File: config.mk
export PLATFORM = sky130hd
export DESIGN_NAME = eject_reassembly_buffer
export DESIGN_NICKNAME = d
export VERILOG_FILES = /design/src/rtl/router_pkg.sv /design/src/rtl/eject_reassembly_buffer_slot.sv /design/src/rtl/eject_reassembly_buffer.sv
export SDC_FILE = /design/constraint.sdc
export NUM_CORES = 1
export LEC_CHECK = 0
export BUFFER_PORTS_ARGS = -buffer_cell sky130_fd_sc_hd__buf_2
export CAP_MARGIN = 25
export CORE_AREA = 2 2 283 396
export DETAILED_ROUTE_END_ITERATION = 16
export DIE_AREA = 0 0 285 398
export GPL_TIMING_DRIVEN = 0
export PLACE_DENSITY = 0.67
export SYNTH_ARGS = -nofsm -noshare
export SYNTH_HDL_FRONTEND = slang
export SYNTH_SLANG_ARGS = --single-unit
File: constraint.sdc
create_clock -name clk -period 7.5 [get_ports clk]
set_clock_uncertainty 0.15 [all_clocks]
set_input_delay 0.375 -clock clk [delete_from_list [all_inputs] [get_ports clk]]
set_output_delay 0.375 -clock clk [all_outputs]
set_load 0.02 [all_outputs]
File: src/rtl/router_pkg.sv
// Shared flit layout and port encodings for the deflection router.
// Flit fields are addressed by LSB position so all blocks decode the same bits.
package router_pkg;
  localparam int FLIT_W   = 32;
  localparam int GOLD_BIT = 0;
  localparam int EJ_BIT   = 1;
  localparam int INP_LSB  = 2;
  localparam int OUTP_LSB = 4;
  localparam int SRC_LSB  = 7;
  localparam int DST_LSB  = 11;
  localparam int SEQ_LSB  = 15;
  localparam int LAST_LSB = 20;
  localparam int PAY_LSB  = 25;

  localparam logic [2:0] PORT_N     = 3'b000;
  localparam logic [2:0] PORT_E     = 3'b001;
  localparam logic [2:0] PORT_S     = 3'b010;
  localparam logic [2:0] PORT_W     = 3'b011;
  localparam logic [2:0] PORT_LOCAL = 3'b100;

  typedef enum logic {ST_IDLE, ST_SEND} dlv_state_e;
endpackage

File: src/rtl/eject_reassembly_buffer_slot.sv
// One reassembly slot: flit storage, arrival bitmap, completion flag.
// Storage is unreset; only entries flagged in the bitmap are ever read out.
module reasm_slot
  import router_pkg::*;
#(
  parameter int MAX_FLITS = 8,
  localparam int IDX_W = $clog2(MAX_FLITS)
) (
  input  logic              clk,
  input  logic              rst,
  input  logic              alloc,
  input  logic              wr_en,
  input  logic [IDX_W-1:0]  wr_idx,
  input  logic [FLIT_W-1:0] wr_data,
  input  logic              clr,
  input  logic [IDX_W-1:0]  rd_idx,
  output logic              valid,
  output logic [3:0]        src,
  output logic [4:0]        last_seq,
  output logic              complete,
  output logic [FLIT_W-1:0] rd_data
);
  logic [MAX_FLITS-1:0] bitmap, need;
  logic [FLIT_W-1:0]    mem [MAX_FLITS];

  always_comb begin
    need = '0;
    for (int i = 0; i < MAX_FLITS; i++) need[i] = (5'(i) <= last_seq);
  end

  always_ff @(posedge clk) begin
    if (rst) begin
      valid    <= 1'b0;
      src      <= '0;
      last_seq <= '0;
      bitmap   <= '0;
      complete <= 1'b0;
    end else if (clr) begin
      valid    <= 1'b0;
      bitmap   <= '0;
      complete <= 1'b0;
    end else begin
      if (alloc) begin
        valid    <= 1'b1;
        src      <= wr_data[SRC_LSB +: 4];
        last_seq <= wr_data[LAST_LSB +: 5];
      end
      if (wr_en) bitmap[wr_idx] <= 1'b1;
      // completion lags the bitmap by one edge
      complete <= valid && ((bitmap & need) == need);
    end
  end

  always_ff @(posedge clk) begin
    if (wr_en) mem[wr_idx] <= wr_data;
  end

  assign rd_data = mem[rd_idx];
endmodule

File: src/rtl/eject_reassembly_buffer.sv
// Local-port sink: reorders out-of-order ejected flits per source and
// streams each completed packet to the PE over valid/ready.
module eject_reassembly_buffer
  import router_pkg::*;
#(
  parameter logic [3:0] NODE_ID   = 4'h0,
  parameter int         NUM_SLOTS = 4,
  parameter int         MAX_FLITS = 8
) (
  input  logic              clk,
  input  logic              rst,
  input  logic              ej_valid,
  input  logic [FLIT_W-1:0] ej_flit,
  output logic              eject_allow,
  output logic              out_valid,
  output logic [FLIT_W-1:0] out_flit,
  output logic              out_last,
  input  logic              out_ready,
  output logic              drop_err
);
  localparam int IDX_W = $clog2(MAX_FLITS);
  localparam int SEL_W = (NUM_SLOTS > 1) ? $clog2(NUM_SLOTS) : 1;
  localparam logic [5:0] MAXF = 6'(MAX_FLITS);

  logic [3:0] f_src, f_dst;
  logic [4:0] f_seq, f_last;
  assign f_src  = ej_flit[SRC_LSB  +: 4];
  assign f_dst  = ej_flit[DST_LSB  +: 4];
  assign f_seq  = ej_flit[SEQ_LSB  +: 5];
  assign f_last = ej_flit[LAST_LSB +: 5];

  logic [NUM_SLOTS-1:0]             s_valid, s_complete, wr_vec, alloc_vec, clr_vec;
  logic [NUM_SLOTS-1:0][3:0]        s_src;
  logic [NUM_SLOTS-1:0][4:0]        s_last;
  logic [NUM_SLOTS-1:0][FLIT_W-1:0] s_rd;

  dlv_state_e       state, state_nx;
  logic [SEL_W-1:0] sel, sel_nx;
  logic [IDX_W-1:0] rd_ptr, rd_ptr_nx;

  for (genvar g = 0; g < NUM_SLOTS; g++) begin : g_slot
    reasm_slot #(.MAX_FLITS(MAX_FLITS)) u_slot (
      .clk      (clk),
      .rst      (rst),
      .alloc    (alloc_vec[g]),
      .wr_en    (wr_vec[g]),
      .wr_idx   (f_seq[IDX_W-1:0]),
      .wr_data  (ej_flit),
      .clr      (clr_vec[g]),
      .rd_idx   (rd_ptr),
      .valid    (s_valid[g]),
      .src      (s_src[g]),
      .last_seq (s_last[g]),
      .complete (s_complete[g]),
      .rd_data  (s_rd[g])
    );
  end

  // match / allocate; the slot being streamed never matches so a new
  // packet from the same source lands in a fresh slot
  logic             hit, free_any, bad, drop;
  logic [SEL_W-1:0] hit_idx, free_idx, tgt;
  logic [4:0]       eff_last;

  always_comb begin
    hit      = 1'b0;
    hit_idx  = '0;
    free_any = 1'b0;
    free_idx = '0;
    for (int i = NUM_SLOTS - 1; i >= 0; i--) begin
      if (s_valid[i] && s_src[i] == f_src && !(state == ST_SEND && sel == SEL_W'(i))) begin
        hit     = 1'b1;
        hit_idx = SEL_W'(i);
      end
      if (!s_valid[i]) begin
        free_any = 1'b1;
        free_idx = SEL_W'(i);
      end
    end
    eff_last = hit ? s_last[hit_idx] : f_last;
    bad = (f_dst != NODE_ID) || ({1'b0, f_seq} >= MAXF) || ({1'b0, f_last} >= MAXF) ||
          (f_seq > eff_last) || (!hit && !free_any);
    drop = ej_valid && bad;
    tgt  = hit ? hit_idx : free_idx;
    for (int i = 0; i < NUM_SLOTS; i++) begin
      wr_vec[i]    = ej_valid && !bad && (tgt == SEL_W'(i));
      alloc_vec[i] = ej_valid && !bad && !hit && (tgt == SEL_W'(i));
    end
  end

  always_ff @(posedge clk) begin
    if (rst) begin
      state  <= ST_IDLE;
      sel    <= '0;
      rd_ptr <= '0;
    end else begin
      state  <= state_nx;
      sel    <= sel_nx;
      rd_ptr <= rd_ptr_nx;
    end
  end

  logic             any_cmp;
  logic [SEL_W-1:0] cmp_idx;

  always_comb begin
    state_nx  = state;
    sel_nx    = sel;
    rd_ptr_nx = rd_ptr;
    out_valid = 1'b0;
    out_flit  = '0;
    out_last  = 1'b0;
    clr_vec   = '0;
    any_cmp   = 1'b0;
    cmp_idx   = '0;
    for (int i = NUM_SLOTS - 1; i >= 0; i--) begin
      if (s_complete[i]) begin
        any_cmp = 1'b1;
        cmp_idx = SEL_W'(i);
      end
    end
    case (state)
      ST_IDLE: begin
        if (any_cmp) begin
          sel_nx    = cmp_idx;
          rd_ptr_nx = '0;
          state_nx  = ST_SEND;
        end
      end
      ST_SEND: begin
        out_valid = 1'b1;
        out_flit  = s_rd[sel];
        out_last  = (rd_ptr == s_last[sel][IDX_W-1:0]);
        if (out_ready) begin
          rd_ptr_nx = rd_ptr + 1'b1;
          if (out_last) begin
            clr_vec[sel] = 1'b1;
            state_nx     = ST_IDLE;
          end
        end
      end
      default: state_nx = ST_IDLE;
    endcase
  end

  // free-slot flag is registered from current occupancy, so a slot freed
  // at one edge shows up as free one edge later
  always_ff @(posedge clk) begin
    if (rst) begin
      eject_allow <= 1'b1;
      drop_err    <= 1'b0;
    end else begin
      eject_allow <= |(~s_valid);
      drop_err    <= drop;
    end
  end
endmodule

==> results of run 1 <==
-- flip-flops by register name (all words and copies together) (netlist names), named ones only --
register                count
g_slot.u_slot.bitmap       32
eject_allow                 1
rd_ptr                      3
g_slot.u_slot.valid         4
g_slot.u_slot.last_seq     20
g_slot.u_slot.mem        1024
state                       1
sel                         2
drop_err                    1
g_slot.u_slot.complete      4
g_slot.u_slot.src          16
-- final cells by class --
cell class	count	area, um2
fillers	9156	59300
well taps	1460	1830
flip-flops and latches	1111	32500
multi-input cells	924	10800
inverters	23	86.3
clock buffers	121	2670
clock inverters	64	636
plain buffers	123	522
repair buffers	178	1510
-- cells in the mapped netlist, types with 11 or more instances --
cell	n	area (um2)
a21oi_1	52	260
xnor2_1	20	175
dfxtp_1	87	1740
clkbuf_1	65	244
nor4_1	15	93.8
inv_1	21	78.8
nand2_1	49	184
nand2b_1	39	244
nor2_1	95	357
mux4_2	274	6170
o2111ai_1	11	96.3
buf_2	38	190
edfxtp_1	1024	30700
nor3_1	19	95.1
buf_1	16	60.1
o21ai_0	28	140
mux2i_1	127	1270
nand3_1	19	95.1
o22ai_1	49	307
-- through the flow --
step,cell area (um2),worst slack [ns],hold slack (ns)
finish,50600,0.907,0.0489
floorplan,43700,0.390,0.270
global placement,45800,-6.46,0.286
CTS,50500,0.990,0.00338
global route,50600,0.729,0.0460
detailed placement,47200,0.520,0.294
-- critical path: stages (launching register included) --
cell,delay [ns]
dfxtp_1,0.29
buf_2,0.21
or2_1,0.26
buf_4,0.20
o21ai_1,0.18
or3_1,0.23
buf_2,0.41
clkbuf_1,0.38
nor2_1,0.08
a31oi_1,0.26
o31ai_1,0.14
ha_1,0.31
a211oi_1,0.29
o221ai_1,0.23
a21o_1,0.21
buf_1,0.41
clkbuf_1,0.44
nor4_2,0.65
buf_4,0.30
buf_4,0.19
buf_4,0.20
buf_4,0.20
-- power groups by stage --
stage          sequential [mW]  combinational, mW  clock [mW]
3_5_place_dp              6.89              0.155           0
4_1_cts                   6.76              0.157        5.22
3_3_place_gp              6.89              0.141           0
6_report                  6.76              0.158        5.16
2_1_floorplan             6.89             0.0348           0
5_1_grt                   6.75              0.169        5.44
-- placed cells by master, fill, tap and decap left out, types with 6 or more instances in the layout --
master,n
clkbuf_16,104
bufinv_16,10
buf_1,16
mux4_2,274
a21oi_1,52
o21a_1,10
buf_6,25
xnor2_1,20
and3_1,10
nor2_1,79
nor3_1,19
and3b_1,6
o31ai_1,8
nor4_1,7
buf_2,109
dfxtp_1,87
o21ai_0,28
a31oi_1,7
buf_12,16
o22ai_1,49
clkinv_2,16
or3_1,10
buf_4,59
ha_1,6
o2111ai_1,10
nand2b_1,39
edfxtp_1,1024
nor4_2,8
clkbuf_1,82
mux2i_1,127
nand3_1,19
buf_8,6
nand2_1,49
nand4_1,6
nor2_4,16
a2111oi_4,8
clkinv_1,25
inv_1,21
-- per-layer routing --
layer	vias to the layer above	GRT usage (%)	share of wire [%]
met2	1293	36.1	51
met4	8	9.67	4.6
met3	267	3.36	8.4
li1	9584	-	-
met5	-	0	0.038
met1	12200	25.8	36
-- kinds of logic after synthesis --
group / count (synthesis)
mux: 401
compound gates: 204
buf+inv: 146
fa+ha+maj: 6
simple gates: 291
flops: 1111
xor+xnor: 22
-- what timing repair did --
| action | CTS | global route |
|---|---|---|
| hold buffers | 3 | 0 |
| setup buffers | 0 | 0 |
| endpoints found under the hold margin | 17 | 0 |
| endpoints found under the setup margin | 0 | 0 |
-- worst paths after layout --
check	startpoint	depth (start not counted)	slack, ns	endpoint
setup / recovery	sel[1]$_SDFFE_PP0P_	21	0.91	g_slot[3].u_slot.mem[0][4]$_DFFE_PP_
hold / removal	ej_flit[29]	1	0.05	g_slot[3].u_slot.mem[0][29]$_DFFE_PP_
setup reg to reg	sel[1]$_SDFFE_PP0P_	21	0.91	g_slot[3].u_slot.mem[0][4]$_DFFE_PP_
hold reg to reg	g_slot[1].u_slot.bitmap[0]$_SDFFE_PP0N_	2	0.30	g_slot[1].u_slot.complete$_SDFF_PP0_
==> metrics, run 1 <==
Clk Latency, worst-skew pair=0.71 ns; # DRC=0; Layout Cells excl Fill=4004; critical path peak fanout=10; Gate power share=1.3%; Startpoint Class=register; Initial Utilization=39.7%; critical path required time=7.72 ns; area of the core=0.110 mm2; max-cap violations=0; mapped cell area=0.0437 mm2; #FFs+latches synth=1111; placed instance count=3812; mux cell area share after synthesis=17.0%; internal power=9.67 mW; leakage power=15.5 nW; count of final hold-check violations=0; post-synthesis cell count=2181; # IOs=72; setup TNS=0 ns; vias in the first global route=23700; share of post-route cells with drive strength above 1=26.8%; final wirelength=119000 um; period utilization=87.9%; VDD IR max=0.210 mV; RSZ-0062 raised after global routing=false; Tmin final=6.59 ns; yosys warns=0; sequential-to-total area share from yosys stat=74.4%; post-CTS sizing=0; Nets=2505; Synth async-reset ratio=0%; Fmax achieved=152 MHz; antenna-violating nets left=0; die height=398 um; Via-to-Cell Ratio=5.83; TritonCTS buffer count=102; maximum clock path buffer count=3; vias after detailed routing=23300; H-tree levels=3; Slew HR=21.2%; Final setup viols=0; Total Power=12.1 mW; Arr. time, crit path=6.82 ns; Post-synth EDFFs=1024; routability cong.=0.867; Avg Cell Area, Syn=20.0 um2; Avg WL per Cell=29.8 um; main flop type after synthesis=edfxtp_1; # diodes=0; Final HPWL DP=81400 um; distinct cell type count after synthesis=63; Flop pwr share=56.0%; Iter 0 DRT Violations=3274; CP Class=reg2reg; first-pass GRT wire length=169000 um; adder-cell area share of the yosys netlist=0.172%; DIE WIDTH=285 um; fin. max-slew vios=0; Switch Pwr=2.40 mW; final core occ=46.0%; Clock power frac=42.7%; total grt overflow=0; Tot GR Track Use=20.9%; CTS Sinks=1111; row cnt=144; Sw Share=19.9%; largest family of logic cells by synthesized area=multiplexers; power per cell area=239 mW/mm2; Crit. End Element=register; IO Port Bufs=71; Area growth, synth to finish=15.8%; synthesized net count=2223; pin count of the biggest net entering global routing=41; TritonCTS clock tree=yes; clk root buf=clkbuf_16; CTS clock-pin slew for the worst setup and hold paths=0.07 ns; status=complete, no violations; post-synthesis compound-gate area fraction=3.11%; DRT Pass-1 Iters=5; worst min-delay path class=in2reg; DIE AREA=0.113 mm2; antenna violations before repair=11; post-synthesis simple-gate area fraction=3.41%; XOR/XNOR share of the synthesized area=0.441%; actual slew at the worst max-slew pin=1.18 ns
(Power assumes the default switching activity.)
==> inputs of run 2 (changes only) <==
--- a/config.mk
+++ b/config.mk
@@ -12,6 +12,7 @@
 export DIE_AREA = 0 0 285 398
 export GPL_TIMING_DRIVEN = 0
 export PLACE_DENSITY = 0.67
+export RECOVER_POWER = 50
 export SYNTH_ARGS = -nofsm -noshare
 export SYNTH_HDL_FRONTEND = slang
 export SYNTH_SLANG_ARGS = --single-unit
==> run 2 against run 1 <==
Effect of this change: the run now ends with max-capacitance violations, max-slew violations left; total power up 0.10%; routed wire length about the same; critical path depth unchanged; sequential share of layout area up 0.12 points; global-route usage unchanged; flip-flop and latch count unchanged; clock power about the same; sequential power about the same; setup slack worse by 0.31 ns; fmax down 4.5%.
==> metrics, run 2 (synthesis gave the netlist of run 1 again) <==
GR Util met3=3.36% (unchanged); Tot GR Track Use=20.9% (unchanged); actual slew at the worst max-slew pin=2.20 ns (+1.02 ns); Via-to-Cell Ratio=5.81 (-0.29%); max-cap violations=14 (+14); Sw Share=20.0% (+0.064 points); leakage power=15.2 nW (-1.5%); Worst R2R Setup Slack=0.61 ns (-0.30 ns); Iter 0 DRT Violations=3130 (-4.4%); power per cell area=239 mW/mm2 (+0.29%); # IOs=72 (unchanged); vias after detailed routing=23300 (-0.24%); Layout Cells excl Fill=4006 (+0.050%); Worst Hold Launch=ej_flit[9]; internal power=9.67 mW (about the same); Design Area, Final=0.0505 mm2 (-0.19%); most frequent cells in the layout=1024 x edfxtp_1, 274 x mux4_2, 148 x clkbuf_1; first-pass GRT wire length=169000 um (unchanged); Critical path destination=g_slot[3].u_slot.mem[0][4]$_DFFE_PP_; pin count of the biggest net entering global routing=41 (unchanged); critical path required time=7.72 ns (about the same); VDD IR max=0.211 mV (+0.47%); status=finished, violations left; CTS Sinks=1111 (unchanged); row cnt=144 (unchanged); clk root buf=clkbuf_16; TritonCTS buffer count=102 (unchanged); Initial Utilization=39.7% (unchanged); final core occ=45.9% (-0.089 points); TritonCTS clock tree=yes; Critical R2R Capture=g_slot[3].u_slot.mem[0][4]$_DFFE_PP_; Startpoint Class=input port; Slew HR=-46.6% (-68 points); Fmax achieved=145 MHz (-4.5%); routability cong.=0.867 (unchanged); DIE AREA=0.113 mm2 (unchanged); top flop regs=g_slot.u_slot.mem x1024, g_slot.u_slot.bitmap x32, g_slot.u_slot.last_seq x20; Flop pwr share=55.9% (about the same); Clock power frac=42.8% (about the same); CTS clock-pin slew for the worst setup and hold paths=0.06 ns (about the same); RSZ-0062 raised after global routing=false; # DRC=0 (unchanged); failing checks=max-capacitance violations, max-slew violations; R2R depth=20 (-4.8%); placed instance count=3812 (unchanged); Area growth, synth to finish=15.6%; share of post-route cells with drive strength above 1=24.2% (-2.7 points); die height=398 um (unchanged); Final HPWL DP=81400 um (unchanged); max reg flops=1024 (unchanged); M2 GR Usage=36.1% (unchanged); Arr. time, crit path=7.12 ns (+0.30 ns); area of the core=0.110 mm2 (unchanged); Clk Latency, worst-skew pair=0.72 ns (about the same); final wirelength=119000 um (about the same); Largest Register=g_slot.u_slot.mem; Avg WL per Cell=29.7 um (about the same); antenna-violating nets left=0 (unchanged); IO Port Bufs=71 (unchanged); Crit. End Element=register; count of final hold-check violations=0 (unchanged); dpl cell area=0.0472 mm2 (unchanged); commonest non-fill, non-tap cell in the layout=edfxtp_1; maximum clock path buffer count=3 (unchanged); Nets=2505 (unchanged); Gate power share=1.3% (about the same); Tmin final=6.90 ns (+0.308 ns); Final setup viols=0 (unchanged); CP Class=in2reg; post-CTS sizing=0 (unchanged); fin. max-slew vios=486 (+486); DRT Pass-1 Iters=6 (+1); vias in the first global route=23700 (unchanged); worst r2r src=sel[0]$_SDFFE_PP0P_; most used routing layer=met2; period utilization=92.0% (+4.1 points); critical path peak fanout=33 (+23); H-tree levels=3 (unchanged); Switch Pwr=2.41 mW (+0.42%); DIE WIDTH=285 um (unchanged); M1 GR Usage=25.8% (unchanged); Worst Setup SP=ej_flit[8]; total grt overflow=0 (unchanged); antenna violations before repair=7 (-4); worst min-delay path class=in2reg
[run 2: layout make-up]
type / count / area, um2
Tap cell: 1460 / 1830
Multi-Input combinational cell: 924 / 10800
Buffer: 123 / 508
Clock inverter: 64 / 636
Sequential cell: 1111 / 32500
Timing Repair Buffer: 178 / 1440
Clock buffer: 121 / 2670
Fill cell: 9190 / 59400
Inverter: 23 / 86.3
Antenna cell: 2 / 5.00
[run 2: worst min path at each step]
stage | to | slack, ns | depth (start not counted)
after global placement | g_slot[1].u_slot.bitmap[0]$_SDFFE_PP0N_ | 0.29 | 2
after global routing | g_slot[0].u_slot.mem[3][9]$_DFFE_PP_ | 0.17 | 1
after floorplan | g_slot[1].u_slot.bitmap[0]$_SDFFE_PP0N_ | 0.27 | 2
after CTS | g_slot[2].u_slot.mem[2][25]$_DFFE_PP_ | 0.003 | 1
after detailed placement | g_slot[1].u_slot.bitmap[0]$_SDFFE_PP0N_ | 0.29 | 2
final | g_slot[0].u_slot.mem[1][9]$_DFFE_PP_ | 0.17 | 1
[run 2: power groups by stage]
stage | logic [mW] | clock network [mW] | registers, mW
6_report | 0.155 | 5.17 | 6.76
5_1_grt | 0.166 | 5.44 | 6.76
4_1_cts | 0.157 | 5.22 | 6.76
3_5_place_dp | 0.155 | 0 | 6.89
3_3_place_gp | 0.141 | 0 | 6.89
2_1_floorplan | 0.0348 | 0 | 6.89
[run 2: per-layer routing]
layer	share of wire, %	vias up
li1	-	9585
met1	36	12200
met2	51	1258
met3	8.1	253
met4	4.6	6
met5	0.026	-
[run 2: worst max-delay path, stage by stage]
cell	delay [ns]
clkbuf_1	1.09
buf_2	0.47
xnor2_1	0.11
nand2_1	0.09
or3_1	0.19
buf_2	0.41
clkbuf_1	0.38
nor2_1	0.08
a31oi_1	0.26
o31ai_1	0.14
ha_1	0.32
a211oi_1	0.29
o221ai_1	0.23
a21o_1	0.21
buf_1	0.41
clkbuf_1	0.44
nor4_2	0.67
buf_4	0.30
buf_4	0.19
buf_4	0.20
buf_4	0.20
[run 2: stage by stage]
step | TNS, ns | hold slack (ns) | setup WS [ns] | power [mW]
finish | 0 | 0.169 | 0.598 | 12.1
detailed placement | 0 | 0.294 | 0.520 | 7.04
CTS | 0 | 0.00338 | 0.990 | 12.1
global placement | -2783.82 | 0.286 | -6.46 | 7.03
global route | 0 | 0.173 | 0.416 | 12.4
floorplan | 0 | 0.270 | 0.390 | 6.93
[run 2: timing repair]
action / CTS / global route
hold endpoints to repair: 17 / 0
hold buffers: 3 / 0
setup buffers: 0 / 0
